`config.mk`:
```
export PLATFORM = sky130hd
export DESIGN_NAME = microcode_sequencer
export DESIGN_NICKNAME = d
export VERILOG_FILES = /design/src/rtl/microcode_pkg.sv /design/src/rtl/control_store.sv /design/src/rtl/microcode_sequencer.sv
export SDC_FILE = /design/constraint.sdc
export NUM_CORES = 1
export LEC_CHECK = 0
export BUFFER_PORTS_ARGS = -buffer_cell sky130_fd_sc_hd__buf_2
export CORE_MARGIN = 3
export CORE_UTILIZATION = 44
export DETAILED_ROUTE_END_ITERATION = 16
export GPL_TIMING_DRIVEN = 1
export HOLD_SLACK_MARGIN = 0.02
export PLACE_DENSITY = 0.75
export REMOVE_ABC_BUFFERS = 1
export SYNTH_ARGS = -nofsm -noshare
export SYNTH_HDL_FRONTEND = slang
export SYNTH_SLANG_ARGS = --single-unit
```
`constraint.sdc`:
```
create_clock -name i_clk -period 2.01 [get_ports i_clk]
set_input_delay 0.1005 -clock i_clk [delete_from_list [all_inputs] [get_ports i_clk]]
set_output_delay 0.1005 -clock i_clk [all_outputs]
set_load 0.1 [all_outputs]
```
`src/rtl/microcode_pkg.sv`:
```
// Shared definitions for the microcoded control sequencer and its datapath:
// control-word layout, sequencer states, o_ctrl field map and reference opcodes.
package microcode_pkg;

    // Sequencer bits at the bottom of every control-store word
    localparam int unsigned CW_END      = 0;
    localparam int unsigned CW_HALT     = 1;
    localparam int unsigned CW_IMM_OE   = 2;
    localparam int unsigned CW_CTRL_LSB = 3;

    typedef enum logic [1:0] {
        IDLE,
        RUN,
        HALT
    } seq_state_t;

    // o_ctrl field indices as seen by the datapath
    localparam int unsigned ALU_OE   = 0;
    localparam int unsigned ALU_SUB  = 1;
    localparam int unsigned REG_A_IN = 2;
    localparam int unsigned REG_A_OE = 3;
    localparam int unsigned REG_B_IN = 4;
    localparam int unsigned RAM_IN   = 5;
    localparam int unsigned RAM_OE   = 6;
    localparam int unsigned MAR_IN   = 7;
    localparam int unsigned INSTR_IN = 8;
    localparam int unsigned PC_IN    = 9;
    localparam int unsigned PC_OE    = 10;
    localparam int unsigned OUT_IN   = 11;
    localparam int unsigned INCR_PC  = 12;

    // Opcodes with dedicated routines in the reference microprogram
    localparam logic [7:0] OP_HALT    = 8'h01;
    localparam logic [7:0] OP_STORE   = 8'h03;
    localparam logic [7:0] OP_IMM     = 8'h2A;
    localparam logic [7:0] OP_RUNAWAY = 8'hFF;

endpackage

```
`src/rtl/control_store.sv`:
```
// Asynchronous-read control store addressed by {flagZ, flagN, instr, step}.
// Holds the reference microprogram; named images are bound by the ROM macro.
module control_store
    import microcode_pkg::*;
#(
    parameter string       INIT_FILE   = "",
    parameter int unsigned STEP_W      = 3,
    parameter int unsigned FETCH_STEPS = 3,
    parameter int unsigned ADDR_W      = 2 + 8 + STEP_W,
    parameter int unsigned DATA_W      = 16
) (
    input  logic [ADDR_W-1:0] i_addr,
    output logic [DATA_W-1:0] o_data
);

    localparam int unsigned INSTR_W = ADDR_W - 2 - STEP_W;

    if (INIT_FILE != "") begin : g_noImageModel
        $error("control_store: only the reference microprogram is modelled in RTL");
    end

    function automatic logic [DATA_W-1:0] builtinWord(input logic [ADDR_W-1:0] addr);
        logic [DATA_W-1:0]  word;
        logic [STEP_W-1:0]  step;
        logic [STEP_W-1:0]  execStep;
        logic [INSTR_W-1:0] instr;
        logic               flagN;
        logic               flagZ;
        word     = '0;
        step     = addr[STEP_W-1:0];
        instr    = addr[STEP_W +: INSTR_W];
        flagN    = addr[STEP_W + INSTR_W];
        flagZ    = addr[STEP_W + INSTR_W + 1];
        execStep = step - STEP_W'(FETCH_STEPS);
        if (step < STEP_W'(FETCH_STEPS)) begin
            if (step == '0) begin
                word[CW_CTRL_LSB + PC_OE]  = 1'b1;
                word[CW_CTRL_LSB + MAR_IN] = 1'b1;
            end else if (step == STEP_W'(FETCH_STEPS - 1)) begin
                word[CW_CTRL_LSB + RAM_OE]   = 1'b1;
                word[CW_CTRL_LSB + INSTR_IN] = 1'b1;
            end else begin
                word[CW_CTRL_LSB + RAM_OE]  = 1'b1;
                word[CW_CTRL_LSB + INCR_PC] = 1'b1;
            end
            // Stray sequencer bits in fetch rows; the sequencer must ignore them
            if (instr == INSTR_W'(OP_STORE)) begin
                word[CW_END]  = 1'b1;
                word[CW_HALT] = 1'b1;
            end
        end else if (instr == INSTR_W'(OP_IMM)) begin
            word[CW_END] = 1'b1;
            if (execStep == '0) begin
                word[CW_IMM_OE]              = 1'b1;
                word[CW_CTRL_LSB + REG_A_IN] = 1'b1;
            end
        end else if (instr == INSTR_W'(OP_HALT)) begin
            if (execStep == '0) begin
                word[CW_HALT]              = 1'b1;
                word[CW_CTRL_LSB + OUT_IN] = 1'b1;
            end else begin
                word[CW_END] = 1'b1;
            end
        end else if (instr == INSTR_W'(OP_RUNAWAY)) begin
            // Never ends; flag-dependent bits expose the latched flags
            word[CW_CTRL_LSB + ALU_OE]   = 1'b1;
            word[CW_CTRL_LSB + ALU_SUB]  = flagZ;
            word[CW_CTRL_LSB + REG_A_OE] = flagN;
            word[CW_CTRL_LSB + OUT_IN]   = step[0];
        end else if (instr == INSTR_W'(OP_STORE)) begin
            if (execStep == '0) begin
                word[CW_CTRL_LSB + RAM_IN] = 1'b1;
                word[CW_CTRL_LSB + MAR_IN] = 1'b1;
            end else begin
                word[CW_END]                 = 1'b1;
                word[CW_CTRL_LSB + REG_B_IN] = 1'b1;
            end
        end else begin
            if (execStep == '0) begin
                word[CW_CTRL_LSB + REG_A_OE] = 1'b1;
                word[CW_CTRL_LSB + OUT_IN]   = 1'b1;
            end else begin
                word[CW_END]                 = 1'b1;
                word[CW_CTRL_LSB + REG_B_IN] = 1'b1;
            end
        end
        return word;
    endfunction

    assign o_data = builtinWord(i_addr);

endmodule

```
`src/rtl/microcode_sequencer.sv`:
```
// Microcoded control sequencer: fetch, variable-length execute via END,
// wait-state stalling, halt/resume, flag latching and a runaway-step watchdog.
module microcode_sequencer
    import microcode_pkg::*;
#(
    parameter int unsigned INSTR_W     = 8,
    parameter int unsigned STEP_W      = 3,
    parameter int unsigned FETCH_STEPS = 3,
    parameter int unsigned CTRL_W      = 16,
    parameter int unsigned IMM_HI      = 5,
    parameter int unsigned IMM_BITS    = 3,
    parameter int unsigned IMM_W       = 8,
    parameter string       INIT_FILE   = ""
) (
    input  logic                i_clk,
    input  logic                i_nReset,
    input  logic [INSTR_W-1:0]  i_instruction,
    input  logic                i_aluFlagN,
    input  logic                i_aluFlagZ,
    input  logic                i_wait,
    input  logic                i_resume,
    output logic [CTRL_W-4:0]   o_ctrl,
    output logic [IMM_W-1:0]    o_immediate,
    output logic                o_immediateOe,
    output logic                o_ramReadDataSelect,
    output logic                o_pcOe,
    output logic                o_halted,
    output logic                o_seqError
);

    localparam int unsigned       ADDR_W     = 2 + INSTR_W + STEP_W;
    localparam int unsigned       MAX_STEPS  = 2 ** STEP_W;
    localparam logic [STEP_W-1:0] LAST_STEP  = STEP_W'(MAX_STEPS - 1);
    localparam logic [STEP_W-1:0] LATCH_STEP = STEP_W'(FETCH_STEPS - 1);
    localparam logic [STEP_W-1:0] EXEC_STEP  = STEP_W'(FETCH_STEPS);

    seq_state_t         r_state;
    seq_state_t         nextState;
    logic [STEP_W-1:0]  r_step;
    logic [STEP_W-1:0]  nextStep;
    logic [INSTR_W-1:0] r_instr;
    logic [INSTR_W-1:0] nextInstr;
    logic               r_flagN;
    logic               nextFlagN;
    logic               r_flagZ;
    logic               nextFlagZ;
    logic               r_seqError;
    logic               nextSeqError;
    logic [CTRL_W-1:0]  ctrlWord;
    logic               running;
    logic               inExec;
    logic               haltStep;
    logic               endStep;

    control_store #(
        .INIT_FILE   (INIT_FILE),
        .STEP_W      (STEP_W),
        .FETCH_STEPS (FETCH_STEPS),
        .ADDR_W      (ADDR_W),
        .DATA_W      (CTRL_W)
    ) u_controlStore (
        .i_addr ({r_flagZ, r_flagN, r_instr, r_step}),
        .o_data (ctrlWord)
    );

    // END/HALT only count once the fetch steps are done; HALT implies END
    assign running  = (r_state == RUN);
    assign inExec   = (r_step >= EXEC_STEP);
    assign haltStep = inExec && ctrlWord[CW_HALT];
    assign endStep  = inExec && (ctrlWord[CW_END] || ctrlWord[CW_HALT]);

    always_ff @(posedge i_clk or negedge i_nReset) begin
        if (!i_nReset) begin
            r_state    <= IDLE;
            r_step     <= '0;
            r_instr    <= '0;
            r_flagN    <= 1'b0;
            r_flagZ    <= 1'b0;
            r_seqError <= 1'b0;
        end else begin
            r_state    <= nextState;
            r_step     <= nextStep;
            r_instr    <= nextInstr;
            r_flagN    <= nextFlagN;
            r_flagZ    <= nextFlagZ;
            r_seqError <= nextSeqError;
        end
    end

    always_comb begin
        nextState    = r_state;
        nextStep     = r_step;
        nextInstr    = r_instr;
        nextFlagN    = r_flagN;
        nextFlagZ    = r_flagZ;
        nextSeqError = 1'b0;
        unique case (r_state)
            IDLE: nextState = RUN;
            RUN: begin
                if (!i_wait) begin
                    nextStep = r_step + STEP_W'(1);
                    if (r_step == LATCH_STEP) begin
                        nextInstr = i_instruction;
                        nextFlagN = i_aluFlagN;
                        nextFlagZ = i_aluFlagZ;
                    end
                    if (haltStep) begin
                        nextState = HALT;
                        nextStep  = '0;
                    end else if (endStep) begin
                        nextStep = '0;
                    end else if (r_step == LAST_STEP) begin
                        nextStep     = '0;
                        nextSeqError = 1'b1;
                    end
                end
            end
            HALT: begin
                nextStep = '0;
                if (i_resume) begin
                    nextState = RUN;
                end
            end
            default: nextState = IDLE;
        endcase
    end

    // Datapath strobes are only live while running
    assign o_ctrl              = running ? ctrlWord[CTRL_W-1:CW_CTRL_LSB] : '0;
    assign o_immediateOe       = running && ctrlWord[CW_IMM_OE];
    assign o_pcOe              = running && (r_step == '0);
    assign o_ramReadDataSelect = running && (r_step < LATCH_STEP);
    assign o_halted            = (r_state == HALT);
    assign o_seqError          = r_seqError;
    assign o_immediate         = IMM_W'(r_instr[IMM_HI -: IMM_BITS]);

endmodule

```
# Yosys cells after proc, flatten, opt, wreduce, memory -nomap -nowiden
# Index checks and enable logic that the tools add are counted.
[totals]
ff_bits = 16
in_bits = 14
output_inout_bits = 26
elab_cells = 89
[classes]
add_sub_neg = 2
order_cmp = 3
n_eq_ne = 11
muxes = 53
bitwise_logic = 1
reduce_logical = 13
[ops]
columns = ["op", "n"]
rows = [
  ["1-bit 2-to-1 mux", 34],
  ["2-bit 2-to-1 mux", 9],
  ["3-bit 2-to-1 mux", 6],
  ["13-bit 2-to-1 mux", 1],
  ["8-bit by 1-bit == test with 1-bit output, second input constant", 1],
  ["8-bit by 2-bit == test with 1-bit output, second input constant", 1],
  ["8-bit by 6-bit == test with 1-bit output, second input constant", 1],
  ["8-bit == test, second input constant", 1],
  ["7-bit 2-to-1 mux", 1],
  ["3-bit logical NOT", 2],
  ["3-bit by 2-bit < comparator with 1-bit output, second input constant", 2],
  ["2-bit case mux with 3 select lines", 1],
  ["3-bit case mux with 2 select lines", 1],
  ["3-bit AND reduction", 2],
  ["1-bit logical AND", 5],
  ["2-bit != test, second input constant", 2],
  ["3-bit by 1-bit adder with 3-bit output, second input constant", 1],
  ["3-bit by 2-bit == test with 1-bit output, second input constant", 1],
  ["3-bit == test, second input constant", 1],
  ["3-bit by 2-bit greater-or-equal comparator with 1-bit output, second input constant", 1],
  ["3-bit by 2-bit subtractor with 3-bit output, second input constant", 1],
  ["2-bit by 1-bit == test with 1-bit output, second input constant", 1],
  ["2-bit == test, second input constant", 1],
  ["2-bit logical NOT", 1],
  ["other kinds (5)", 5],
]

# Longest topological paths before layout
# Gate-level depths: netlist of run 1.
[logic_depth]
word_depth = 13
mapped_depth = 6
depth_no_buf = 6

# Hierarchy
# From an unflattened synthesis of run 1, not the netlist that was laid out.
[unflattened]
hier_cells = 131
area_unflattened_um2 = 1277.5
[by_module_without_submodules]
columns = ["module", "instances", "cells_each", "area_per_inst_um2"]
rows = [
  ["microcode_sequencer", 1, 89, 987.2],
  ["control_store", 1, 42, 290.3],
]

# Least setup slack after synthesis of run 1
# OpenSTA, ideal clock, no wires.
[synth_timing]
path_type = "flip-flop to output port"
startpoint = "register r_step[0]"
endpoint = "output port o_ctrl[7]"
arrival_ns = 6.402
path_slack_ns = -4.492
stages_incl_launch_ff = 7
path_cell_list = "dfrtp_1 clkbuf_2 inv_1 ha_1 nor3b_1 a21boi_0 o21bai_1"
[synth_between]
elab_chain_cells = 9
word_cells_on_any_way = 12
cone_classes = "add/sub: 1; order compare: 1; mux: 8; reduce/logical: 2"
[synth_rtl]
columns = ["item", "line", "rtl"]
rows = [
  ["start: declaration", "microcode_sequencer.sv:39", "logic [STEP_W-1:0] r_step;"],
  ["start signal: assignment", "microcode_sequencer.sv:82", "r_step <= nextStep;"],
  ["3-bit by 2-bit subtractor with 3-bit output", "control_store.sv:34", "execStep = step - STEP_W'(FETCH_STEPS);"],
  ["3-bit logical NOT", "control_store.sv:71", "if (execStep == '0) begin"],
  ["1-bit 2-to-1 mux", "control_store.sv:71", ""],
  ["1-bit 2-to-1 mux", "control_store.sv:70", "end else if (instr == INSTR_W'(OP_STORE)) begin"],
  ["1-bit 2-to-1 mux", "control_store.sv:64", "end else if (instr == INSTR_W'(OP_RUNAWAY)) begin"],
  ["1-bit 2-to-1 mux", "control_store.sv:57", "end else if (instr == INSTR_W'(OP_HALT)) begin"],
  ["1-bit 2-to-1 mux", "control_store.sv:51", "end else if (instr == INSTR_W'(OP_IMM)) begin"],
  ["1-bit 2-to-1 mux (*)", "control_store.sv:35", "if (step < STEP_W'(FETCH_STEPS)) begin"],
  ["13-bit 2-to-1 mux (*)", "microcode_sequencer.sv:129", "assign o_ctrl = running ? ctrlWord[CTRL_W-1:CW_CTRL_LSB] : '0;"],
  ["end: declaration", "microcode_sequencer.sv:22", "output logic [CTRL_W-4:0] o_ctrl,"],
]
# Mark *: on every way between the ends. The rest lies on a longest branch, timed or not.

# Worst setup path after layout of run 1
[layout_timing]
startpoint = "register r_step[1]"
endpoint = "output port o_ctrl[11]"
[layout_between]
elab_chain_cells = 9
word_cells_on_any_way = 10
cone_classes = "add/sub: 1; order compare: 1; mux: 7; reduce/logical: 1"
[layout_rtl]
columns = ["item", "line"]
rows = [
  ["3-bit by 2-bit subtractor with 3-bit output", "control_store.sv:34"],
  ["3-bit logical NOT", "control_store.sv:58, control_store.sv:79"],
  ["1-bit 2-to-1 mux", "control_store.sv:58, control_store.sv:79"],
  ["1-bit 2-to-1 mux", "control_store.sv:70"],
  ["1-bit 2-to-1 mux", "control_store.sv:64"],
  ["1-bit 2-to-1 mux", "control_store.sv:57"],
  ["1-bit 2-to-1 mux", "control_store.sv:51"],
  ["1-bit 2-to-1 mux (*)", "control_store.sv:35"],
  ["13-bit 2-to-1 mux (*)", "microcode_sequencer.sv:129"],
]
# Marked as above.

==> impl_metrics.json, run 1 <==
{
  "synth_top_cell_by_area": "dfrtp_1",
  "synth_top_area_share_pct": 35.8,
  "dieArea_um2": 3180,
  "setup_tns_ns": -2.31,
  "placed_area_um2": 1550,
  "vias": 1213,
  "synth-async-reset-ratio_pct": 100,
  "hold_class": "in2reg",
  "ios": 40,
  "drive_gt1_share_pct": 60.3,
  "synth_edf_count": 0,
  "ys_types": 41,
  "finalHoldViolations": 0,
  "start_util_pct": 48.2,
  "yosysMostFrequentCell": "dfrtp_1",
  "synth_seq_cells": 16,
  "root_buffer": "clkbuf_4",
  "antennaDiodeCount": 0,
  "max_freq_ghz": 0.407,
  "layout_worst_path_cycle_share_pct": 122,
  "synth-seq-area-share_pct": 35.8,
  "via_per_inst": 5.86,
  "grt_overflow": 0,
  "first_iter_violations": 63,
  "grt_pass1_wl_um": 5400,
  "synth_area_leaders": "dfrtp_1 (36%), mux2_2 (10%), buf_4 (6.7%)",
  "synth_warnings": 0,
  "worstSetupEndpointType": "primary output",
  "cpLargestDelayFamily": "compound AO/OA/AOI/OAI gates",
  "syn_area_um2": 1120,
  "grt_pass1_vias": 1153,
  "clk_pin_slew_ns": 0.09,
  "netlist_instances": 117,
  "fin_nets": 201,
  "cp_slowest_cell": "a2111oi_2",
  "routed_wl_um": 3940,
  "tightest_slew_ns": 0.555,
  "cts_max_level": 1,
  "grt_max_degree": 17,
  "drc": 0,
  "min_period_ns": 2.46,
  "die_y_um": 56.4,
  "first_pass_iters": 4,
  "skew_ns": 0.000788,
  "synth_area_per_cell_um2": 9.55,
  "met2_usage_pct": 40.4,
  "grtUsageMet1_pct": 23.7,
  "crit_type": "reg2out",
  "worstPathCellList": "ha_2 > ha_4 > nand2b_4 > nor2_4 > o21ai_2 > a2111oi_2 > buf_4 > buf_12",
  "cp.arrival_ns": 2.35,
  "critPathMaxFanout": 5,
  "track_usage_pct": 21.4,
  "drtAntennaViolNets": 0,
  "final_cell_area_um2": 1890,
  "cp-start-kind": "flip-flop",
  "cp_data_required_time_ns": 1.91,
  "cts-buffers-inserted": 3,
  "failed_checks": "negative setup slack",
  "finalSetupViolations": 12,
  "clk_path_buf_depth": 2,
  "fin_ws_ns": -0.445,
  "maxCapViolCount": 0,
  "wire_per_inst_um": 19.0,
  "cts_tree": "yes",
  "status": "finished, violations left",
  "clk_latency_ns": 0.28,
  "post-dp-hpwl_um": 2300,
  "gp_congestion": 0.967,
  "top_usage_layer": "met2",
  "cts.sinks": 16,
  "area_growth_syn_to_layout_pct": 69.1,
  "synth_ff_type": "dfrtp_1",
  "core_um2": 2320,
  "std_cell_rows": 17,
  "path_buf_inv": 2,
  "crit_path_max_incr_delay_ns": 0.46,
  "port-buffer-count": 33,
  "relSlewSlack_pct": 63.0,
  "netlist_top_cells_count": "dfrtp_1 (16), buf_4 (10), mux2_2 (10), inv_1 (9), nor2_1 (8)",
  "antenna_found_initial": 0,
  "rsz0062_at_grt": "yes",
  "use_met3_pct": 2.30,
  "fp.dieW_um": 56.4,
  "drv_slew": 0
}
## timing repair
item,CTS,global route
setup endpoints to repair,13,17
pin swaps,9,13
hold buffers,1,0
setup buffers,7,10
gates resized for setup,30,21
hold endpoints to repair,16,0
gates cloned,0,0
## worst reg2reg max path, cell delays in order (launching register included)
cell,delay (ns)
dfrtp_1,0.41
ha_2,0.22
ha_4,0.22
nand2b_4,0.17
buf_4,0.15
buf_6,0.11
a21o_1,0.15
a221o_1,0.37
a221oi_2,0.32
## per-layer routing
metal / wire length, um / share of wire (%)
met1: 1480 / 38
met2: 2070 / 53
met3: 213 / 5.4
met4: 172 / 4.4
met5: 0 / 0
## cells in the final DEF, fill, tap and decap left out, types with 3 or more instances in the layout
cell / synthesis / routed
buf_4: 10 / 26
buf_2: 0 / 20
dfrtp_1: 16 / 16
buf_12: 0 / 11
mux2_2: 10 / 10
inv_1: 9 / 7
buf_6: 0 / 7
conb_1: 1 / 6
nand2_1: 6 / 5
nor2_1: 8 / 4
clkbuf_4: 0 / 4
nor2_4: 0 / 3
nand3_1: 3 / 3
nor3_1: 5 / 3
a22oi_1: 3 / 3
ha_1: 6 / 3
## path summary, 6_finish.rpt
path                       slack, ns             startpoint                     end  depth (start not counted)
min in group asynchronous       0.26               i_nReset  r_state[0]$_DFFE_PN0P_                          2
hold / removal                  0.03               i_resume  r_state[1]$_DFFE_PN0P_                          2
setup / recovery               -0.45  r_step[1]$_DFFE_PN0P_              o_ctrl[11]                          8
hold reg to reg                 0.52    r_flagN$_DFFE_PN0P_     r_flagN$_DFFE_PN0P_                          1
setup reg to reg               -0.20  r_step[1]$_DFFE_PN0P_    o_seqError$_DFF_PN0_                          8
max in group asynchronous       1.48               i_nReset     r_flagN$_DFFE_PN0P_                          2
## stage by stage
step / instances / worst slack, ns / hold WS, ns / utilization, %
6_report: 207 / -0.445 / 0.0288 / 81.5
5_1_grt: 207 / -0.521 / 0.0271 / 81.5
4_1_cts: 200 / -0.257 / 0.0268 / 75.7
3_5_place_dp: 189 / -0.237 / 0.0310 / 67.0
3_3_place_gp: 189 / -0.0830 / 0.0268 / 67.0
2_1_floorplan: 110 / -4.43 / -0.195 / -
## sequential cells by signal (all words and copies together) (netlist names)
register,cells
r_step,3
r_flagN,1
r_instr,8
o_seqError,1
r_flagZ,1
r_state,2
## final cells by class
type / instances / area, um^2
fillers: 124 / 429
flip-flops and latches: 16 / 400
repair buffers: 66 / 612
inverters: 9 / 33.8
multi-input cells: 85 / 786
clock buffers: 3 / 22.5
well taps: 28 / 35.0
## kinds of logic after synthesis
logic type | share of synthesized area [%]
simple gates | 18.7
compound gates | 16.0
buf+inv | 10.5
flops | 35.8
mux | 11.9
fa+ha+maj | 6.72
other cells | 0.336
Power of run 1 is left out: the tool's default activity adds up to more than one toggle a clock period on the data nets, which glitch-free logic cannot reach.
==> run 2, diff against run 1 <==
==> constraint.sdc (replaced) <==
create_clock -name i_clk -period 2.01 [get_ports i_clk]
set_input_delay 0.603 -clock i_clk [delete_from_list [all_inputs] [get_ports i_clk]]
set_output_delay 0.603 -clock i_clk [all_outputs]
set_load 0.1 [all_outputs]
==> run 2 against run 1 <==
Compared with the run above: area after synthesis unchanged; synthesized cell count did not move; the flow now stops in global routing (5_1_grt).
==> impl_metrics.json, run 2 <==
{
  "status": "aborted with a tool error",
  "stop_stage": "global routing (5_1_grt)",
  "firstError": "[ERROR DPL-0038] Utilization greater than 100%, impossible to legalize",
  "post-dp-hpwl_um": 2650,
  "synth-async-reset-ratio_pct": 100,
  "root_buffer": "clkbuf_4",
  "synth_edf_count": 0,
  "ys_types": 41,
  "netlist_top_cells_count": "dfrtp_1 (16), buf_4 (10), mux2_2 (10), inv_1 (9), nor2_1 (8)",
  "std_cell_rows": 17,
  "synth_top_area_share_pct": 35.8,
  "fp.dieW_um": 56.4,
  "start_util_pct": 48.2,
  "cts-buffers-inserted": 3,
  "cts.sinks": 16,
  "synth-seq-area-share_pct": 35.8,
  "cts-hold-fix-buffers": 0,
  "synth_seq_cells": 16,
  "synth_area_per_cell_um2": 9.55,
  "clk_path_buf_depth": 2,
  "port-buffer-count": 33,
  "syn_area_um2": 1120,
  "synth_warnings": 0,
  "ios": 40,
  "grt_worst_setup_endpoint": "o_ctrl[11]",
  "die_y_um": 56.4,
  "grt_max_degree": 17,
  "cts_max_level": 1,
  "worstEndpointType": "top-level output",
  "netlist_instances": 117,
  "gp_congestion": 0.892,
  "synth_top_cell_by_area": "dfrtp_1",
  "synth_area_leaders": "dfrtp_1 (36%), mux2_2 (10%), buf_4 (6.7%)",
  "yosysMostFrequentCell": "dfrtp_1",
  "synth_ff_type": "dfrtp_1"
}
==> run 2: cell counts after synthesis <==
Identical to the previous run, type by type.
==> run 2: through the flow <==
stage          setup TNS, ns  std cells  worst slack (ns)  cell area [um^2]
4_1_cts                -7.35        226            -0.711              2140
3_5_place_dp           -5.54        213            -0.705              1790
3_3_place_gp           -4.20        213            -0.588              1790
2_1_floorplan         -38.29        110             -4.93              1050
==> run 2: kinds of logic after synthesis <==
family / Yosys count / share of synthesized area, %
mux: 12 / 11.9
compound gates: 24 / 16.0
flops: 16 / 35.8
buf+inv: 21 / 10.5
fa+ha+maj: 6 / 6.72
simple gates: 37 / 18.7
other cells: 1 / 0.336
==> run 2: repair_timing <==
item / in CTS
pin swaps: 15
buffers inserted: 9
endpoints found under the setup margin: 19
gates resized for setup: 58
==> run 3, diff against run 2 <==
Settings changed: CORE_UTILIZATION 44 to 30, HOLD_SLACK_MARGIN 0.02 to unset, PLACE_DENSITY 0.75 to unset, PLACE_DENSITY_LB_ADDON set to 0.15.
Clock period 2.01 ns to 2.6 ns, I/O delays scaled along.
==> run 3 against run 2 <==
Compared with the run above: the flow now finishes, with violations (negative setup slack).
==> impl_metrics.json, run 3 (synthesis results as in run 1) <==
{
  "status": "finished, violations left",
  "failed_checks": "negative setup slack",
  "fp.dieW_um": 67.0,
  "antenna_found_initial": 0,
  "vias": 1114,
  "first_pass_iters": 4,
  "layout_common_cells": "buf_4 (34), buf_2 (18), dfrtp_1 (16), buf_12 (15), mux2_2 (10)",
  "hold_slack_ns": 0.441,
  "regMostFlops": "r_instr",
  "path_buf_inv": 2,
  "critPathLaunch": "r_step[0]$_DFFE_PN0P_",
  "drtAntennaViolNets": 0,
  "r2r_cells": 8,
  "fillerInstances": 311,
  "layout_commonest_cell": "buf_4",
  "grt_pass1_wl_um": 5140,
  "drive_gt1_share_pct": 60.1,
  "fin_ws_ns": -0.278,
  "r2r-end": "o_seqError$_DFF_PN0_",
  "skew_ns": 0.00600,
  "crit_path_max_incr_delay_ns": 0.41,
  "preCtsSetupSlack_ns": -0.282,
  "clk_pin_slew_ns": 0.06,
  "layout_worst_path_cycle_share_pct": 111,
  "port-buffer-count": 33,
  "final_cells": 229,
  "root_buffer": "clkbuf_8",
  "fin_nets": 205,
  "start_util_pct": 32.2,
  "rsz0062_at_grt": "yes",
  "crit_type": "reg2out",
  "dieArea_um2": 4490,
  "worstPathCellList": "ha_4 > ha_4 > nand2b_4 > or3_4 > buf_12 > o21bai_4 > buf_12",
  "finalSetupViolations": 7,
  "first_iter_violations": 28,
  "cp-start-kind": "flip-flop",
  "post-dp-hpwl_um": 2340,
  "std_cell_rows": 21,
  "finalHoldViolations": 0,
  "grt_pass1_vias": 1146,
  "grt_max_degree": 17,
  "regArea_um2": 400,
  "maxCapViolCount": 0,
  "min_period_ns": 2.88,
  "setup_tns_ns": -1.65,
  "gp_congestion": 0.886,
  "grt_overflow": 0,
  "clk_latency_ns": 0.25,
  "hold_class": "in2async",
  "worstSetupEndpoint": "o_ctrl[7]",
  "critPathMaxFanout": 5,
  "drv_slew": 0,
  "max_freq_ghz": 0.348,
  "die_y_um": 67.0,
  "largestRegisters": "r_instr x8, r_step x3, r_state x2",
  "worstSetupEndpointType": "primary output",
  "ios": 40,
  "clk_path_buf_depth": 2,
  "routed_wl_um": 3010,
  "cts.sinks": 16,
  "cp_data_required_time_ns": 1.82,
  "multi_input_area_um2": 753,
  "cp.arrival_ns": 2.10,
  "via_per_inst": 4.86,
  "rr_startpoint": "r_step[0]$_DFFE_PN0P_",
  "track_usage_pct": 15.0,
  "drc": 0,
  "cts_max_level": 1,
  "antennaDiodeCount": 0,
  "cpLargestDelayFamily": "simple AND/OR/NAND/NOR gates",
  "area_growth_syn_to_layout_pct": 75.9,
  "cts_tree": "yes",
  "cts-buffers-inserted": 3,
  "crit_cells": 7,
  "r2r_slack_ns": 0.33,
  "core_um2": 3470,
  "cp_slowest_cell": "dfrtp_1",
  "wire_per_inst_um": 13.2,
  "place_inst": 218,
  "largest_register_ffs": 8
}
==> run 3: worst min-delay path by stage <==
stage / from / endpoint / slack [ns] / cells after the start
finish: i_nReset / r_instr[4]$_DFFE_PN0P_ / 0.44 / 1
floorplan: i_nReset / o_seqError$_DFF_PN0_ / 0.48 / 0
CTS: i_nReset / r_instr[4]$_DFFE_PN0P_ / 0.45 / 1
global placement: r_flagZ$_DFFE_PN0P_ / r_flagZ$_DFFE_PN0P_ / 0.49 / 1
detailed placement: r_flagN$_DFFE_PN0P_ / r_flagN$_DFFE_PN0P_ / 0.50 / 1
global route: i_nReset / r_instr[4]$_DFFE_PN0P_ / 0.47 / 1
==> run 3: repair_timing <==
item,4_1_cts,5_1_grt
gates cloned,0,0
hold buffers,0,0
setup buffers,6,2
resized for setup,29,13
endpoints found under the setup margin,10,13
pin swaps,7,2
==> run 3: layout make-up <==
cell class                      count  share of cell area [%]
Inverter                            9                    1.72
Timing Repair Buffer               70                    34.6
Sequential cell                    16                    20.4
Clock buffer                        3                    2.10
Tap cell                           46                    2.93
Multi-Input combinational cell     85                    38.3
==> run 3: worst reg2reg max path: cells and delay by family, from the launching register on <==
kind	cells	cell delay, ns
compound gates	3	0.89
fa+ha+maj	2	0.43
buf+inv	2	0.26
flops	1	0.41
simple gates	1	0.16
==> run 3: metal layers <==
metal  vias up  track usage (%)  part of all wire [%]
met4         0             4.05                  0.86
met5         -                0                     0
met2        35             26.6                    51
met3         3             2.53                   5.7
li1        542                -                     -
met1       534             18.5                    43
==> run 3: metrics by stage <==
step                utilization [%]  area, um^2
finish                         56.7        1970
global route                   56.7        1970
CTS                            54.4        1890
detailed placement             48.7        1690
global placement               48.7        1690
floorplan                         -        1050
Power of run 3 is left out for the same reason.
==> run 4, diff against run 3 <==
Settings changed: ABC_AREA set to 1.
==> run 4 against run 3 <==
Compared with the run above: the flow now finishes without violations; area after synthesis up 5.2%; register-to-register slack better by 0.59 ns; cell count grew 3.1%; synthesized cell count up 27%; worst setup slack gained 0.29 ns; highest routed layer unchanged; die area is 4.7% higher; first-iteration DRC count shrank 18%; global-route usage down 3.0 points; cell area is 13% lower; non-clock buffer count down 29.
==> impl_metrics.json, run 4 <==
{
  "ios": 40,
  "cts.sinks": 16,
  "multi_input_area_um2": 677,
  "fp.dieW_um": 68.6,
  "layout_worst_path_cycle_share_pct": 99.7,
  "die_y_um": 68.6,
  "skew_ns": 0.00561,
  "root_buffer": "clkbuf_8",
  "status": "complete, no violations",
  "hold_class": "in2async",
  "crit_type": "reg2out",
  "grt_pass1_vias": 1054,
  "clk_pin_slew_ns": 0.07,
  "vias": 1065,
  "drc": 0,
  "area_growth_syn_to_layout_pct": 44.8,
  "routed_wl_um": 2710,
  "critPathMaxFanout": 3,
  "netlist_top_cells_count": "nand2_1 (30), nor2_1 (21), inv_1 (20), dfrtp_1 (16), buf_4 (10)",
  "cp-start-kind": "flip-flop",
  "core_um2": 3720,
  "fin_nets": 209,
  "min_period_ns": 2.59,
  "maxCapViolCount": 0,
  "grt_max_degree": 19,
  "finalHoldViolations": 0,
  "clk_latency_ns": 0.25,
  "regArea_um2": 400,
  "synth_area_leaders": "dfrtp_1 (34%), nand2_1 (9.6%), a21oi_2 (6.7%)",
  "fillerInstances": 374,
  "gp_congestion": 0.748,
  "layout_commonest_cell": "nand2_1",
  "first_pass_iters": 4,
  "largest_register_ffs": 8,
  "synth_top_cell_by_area": "dfrtp_1",
  "setup_tns_ns": 0,
  "r2r_slack_ns": 0.92,
  "synth_area_per_cell_um2": 7.89,
  "cp_data_required_time_ns": 1.82,
  "synth_top_area_share_pct": 34.1,
  "cpLargestDelayFamily": "simple AND/OR/NAND/NOR gates",
  "cp.arrival_ns": 1.81,
  "clk_path_buf_depth": 2,
  "crit_path_max_incr_delay_ns": 0.40,
  "post-dp-hpwl_um": 2120,
  "cpMostUsedCell": "nand2_2",
  "finalCoreUtilization_pct": 45.8,
  "ys_types": 24,
  "layout_common_cells": "nand2_1 (26), buf_2 (19), inv_1 (18), nor2_1 (17), dfrtp_1 (16)",
  "drive_gt1_share_pct": 45.7,
  "drtAntennaViolNets": 0,
  "syn_area_um2": 1170,
  "port-buffer-count": 33,
  "track_usage_pct": 12.0,
  "via_per_inst": 4.51,
  "wire_per_inst_um": 11.5,
  "synth_edf_count": 0,
  "synth_seq_cells": 16,
  "drv_slew": 0,
  "worstPathCellList": "ha_2 > ha_4 > inv_2 > nand2_2 > nand2_2 > nand2_2 > nor3_2 > buf_12",
  "regMostFlops": "r_instr",
  "path_buf_inv": 2,
  "antennaDiodeCount": 0,
  "max_freq_ghz": 0.386,
  "cp_slowest_cell": "dfrtp_1",
  "netlist_instances": 149,
  "grt_overflow": 0,
  "synth-seq-area-share_pct": 34.1,
  "yosysMostFrequentCell": "nand2_1",
  "largestRegisters": "r_instr x8, r_step x3, r_state x2",
  "synth-async-reset-ratio_pct": 100,
  "rsz0062_at_grt": "yes",
  "finalSetupViolations": 0,
  "antenna_found_initial": 0,
  "grt_pass1_wl_um": 4200,
  "dieArea_um2": 4700,
  "start_util_pct": 31.6,
  "cts-buffers-inserted": 3,
  "std_cell_rows": 22,
  "cts_max_level": 1,
  "synth_ff_type": "dfrtp_1",
  "synth_warnings": 0,
  "worstSetupEndpointType": "primary output",
  "first_iter_violations": 23,
  "cts_tree": "yes"
}
-- run 4: changes by cell type after synthesis, sizes merged, moves of 7 or more --
cell   previous run  this run
inv               9        23
nor2              8        26
mux2             10         2
nand2             6        32
a21oi             2         9
-- run 4: through the flow --
stage	hold slack, ns	instance area, um^2	cells	setup slack [ns]
6_report	0.437	1700	236	0.00762
4_1_cts	0.442	1660	235	0.0263
5_1_grt	0.463	1700	236	-0.0712
3_3_place_gp	0.502	1560	228	0.169
3_5_place_dp	0.494	1560	228	0.105
2_1_floorplan	0.482	1110	143	-3.62
-- run 4: final cells by class --
| type | count | share of cell area [%] |
|---|---|---|
| tap | 48 | 3.53 |
| sequential | 16 | 23.5 |
| timing repair buffer | 41 | 24.9 |
| inverter | 23 | 5.07 |
| clock buffer | 4 | 3.24 |
| multi-input combinational | 104 | 39.8 |
-- run 4: logic make-up after synthesis --
kind of cell    share of synthesized area [%]
buf+inv                                  14.7
other cells                             0.319
fa+ha+maj                                6.39
simple gates                             31.5
flops                                    34.1
mux                                      2.56
compound gates                           10.4
-- run 4: metal layers --
metal	wire [um]	track usage (%)	up-vias
li1	-	-	527
met5	0	0	-
met4	45	6.45	0
met2	1380	21.0	45
met3	198	2.27	5
met1	1090	13.7	488
-- run 4: what timing repair did --
| action | CTS | global route |
|---|---|---|
| hold buffers | 0 | 0 |
| gates resized for setup | 7 | 10 |
| hold endpoints to repair | 0 | 0 |
| pin swaps | 2 | 3 |
| setup buffers | 3 | 1 |
| endpoints found under the setup margin | 6 | 11 |
| gates cloned | 0 | 0 |
-- run 4: path summary, 6_finish.rpt --
check                                          to  cells past startpoint                   from
max                                     o_ctrl[3]                      8  r_step[0]$_DFFE_PN0P_
min                        r_instr[4]$_DFFE_PN0P_                      1               i_nReset
max reg2reg                r_instr[0]$_DFFE_PN0P_                      5  r_step[0]$_DFFE_PN0P_
min reg2reg                   r_flagN$_DFFE_PN0P_                      1    r_flagN$_DFFE_PN0P_
max in group asynchronous  r_state[0]$_DFFE_PN0P_                      1               i_nReset
min in group i_clk            r_flagN$_DFFE_PN0P_                      1    r_flagN$_DFFE_PN0P_
-- run 4: worst register-to-register path: stages, from the launching register on --
cell and delay (ns):
dfrtp_1 0.40, buf_4 0.17, inv_1 0.09, ha_1 0.26, nand3_4 0.28, mux2_4 0.38
Power of run 4 is left out for the same reason.
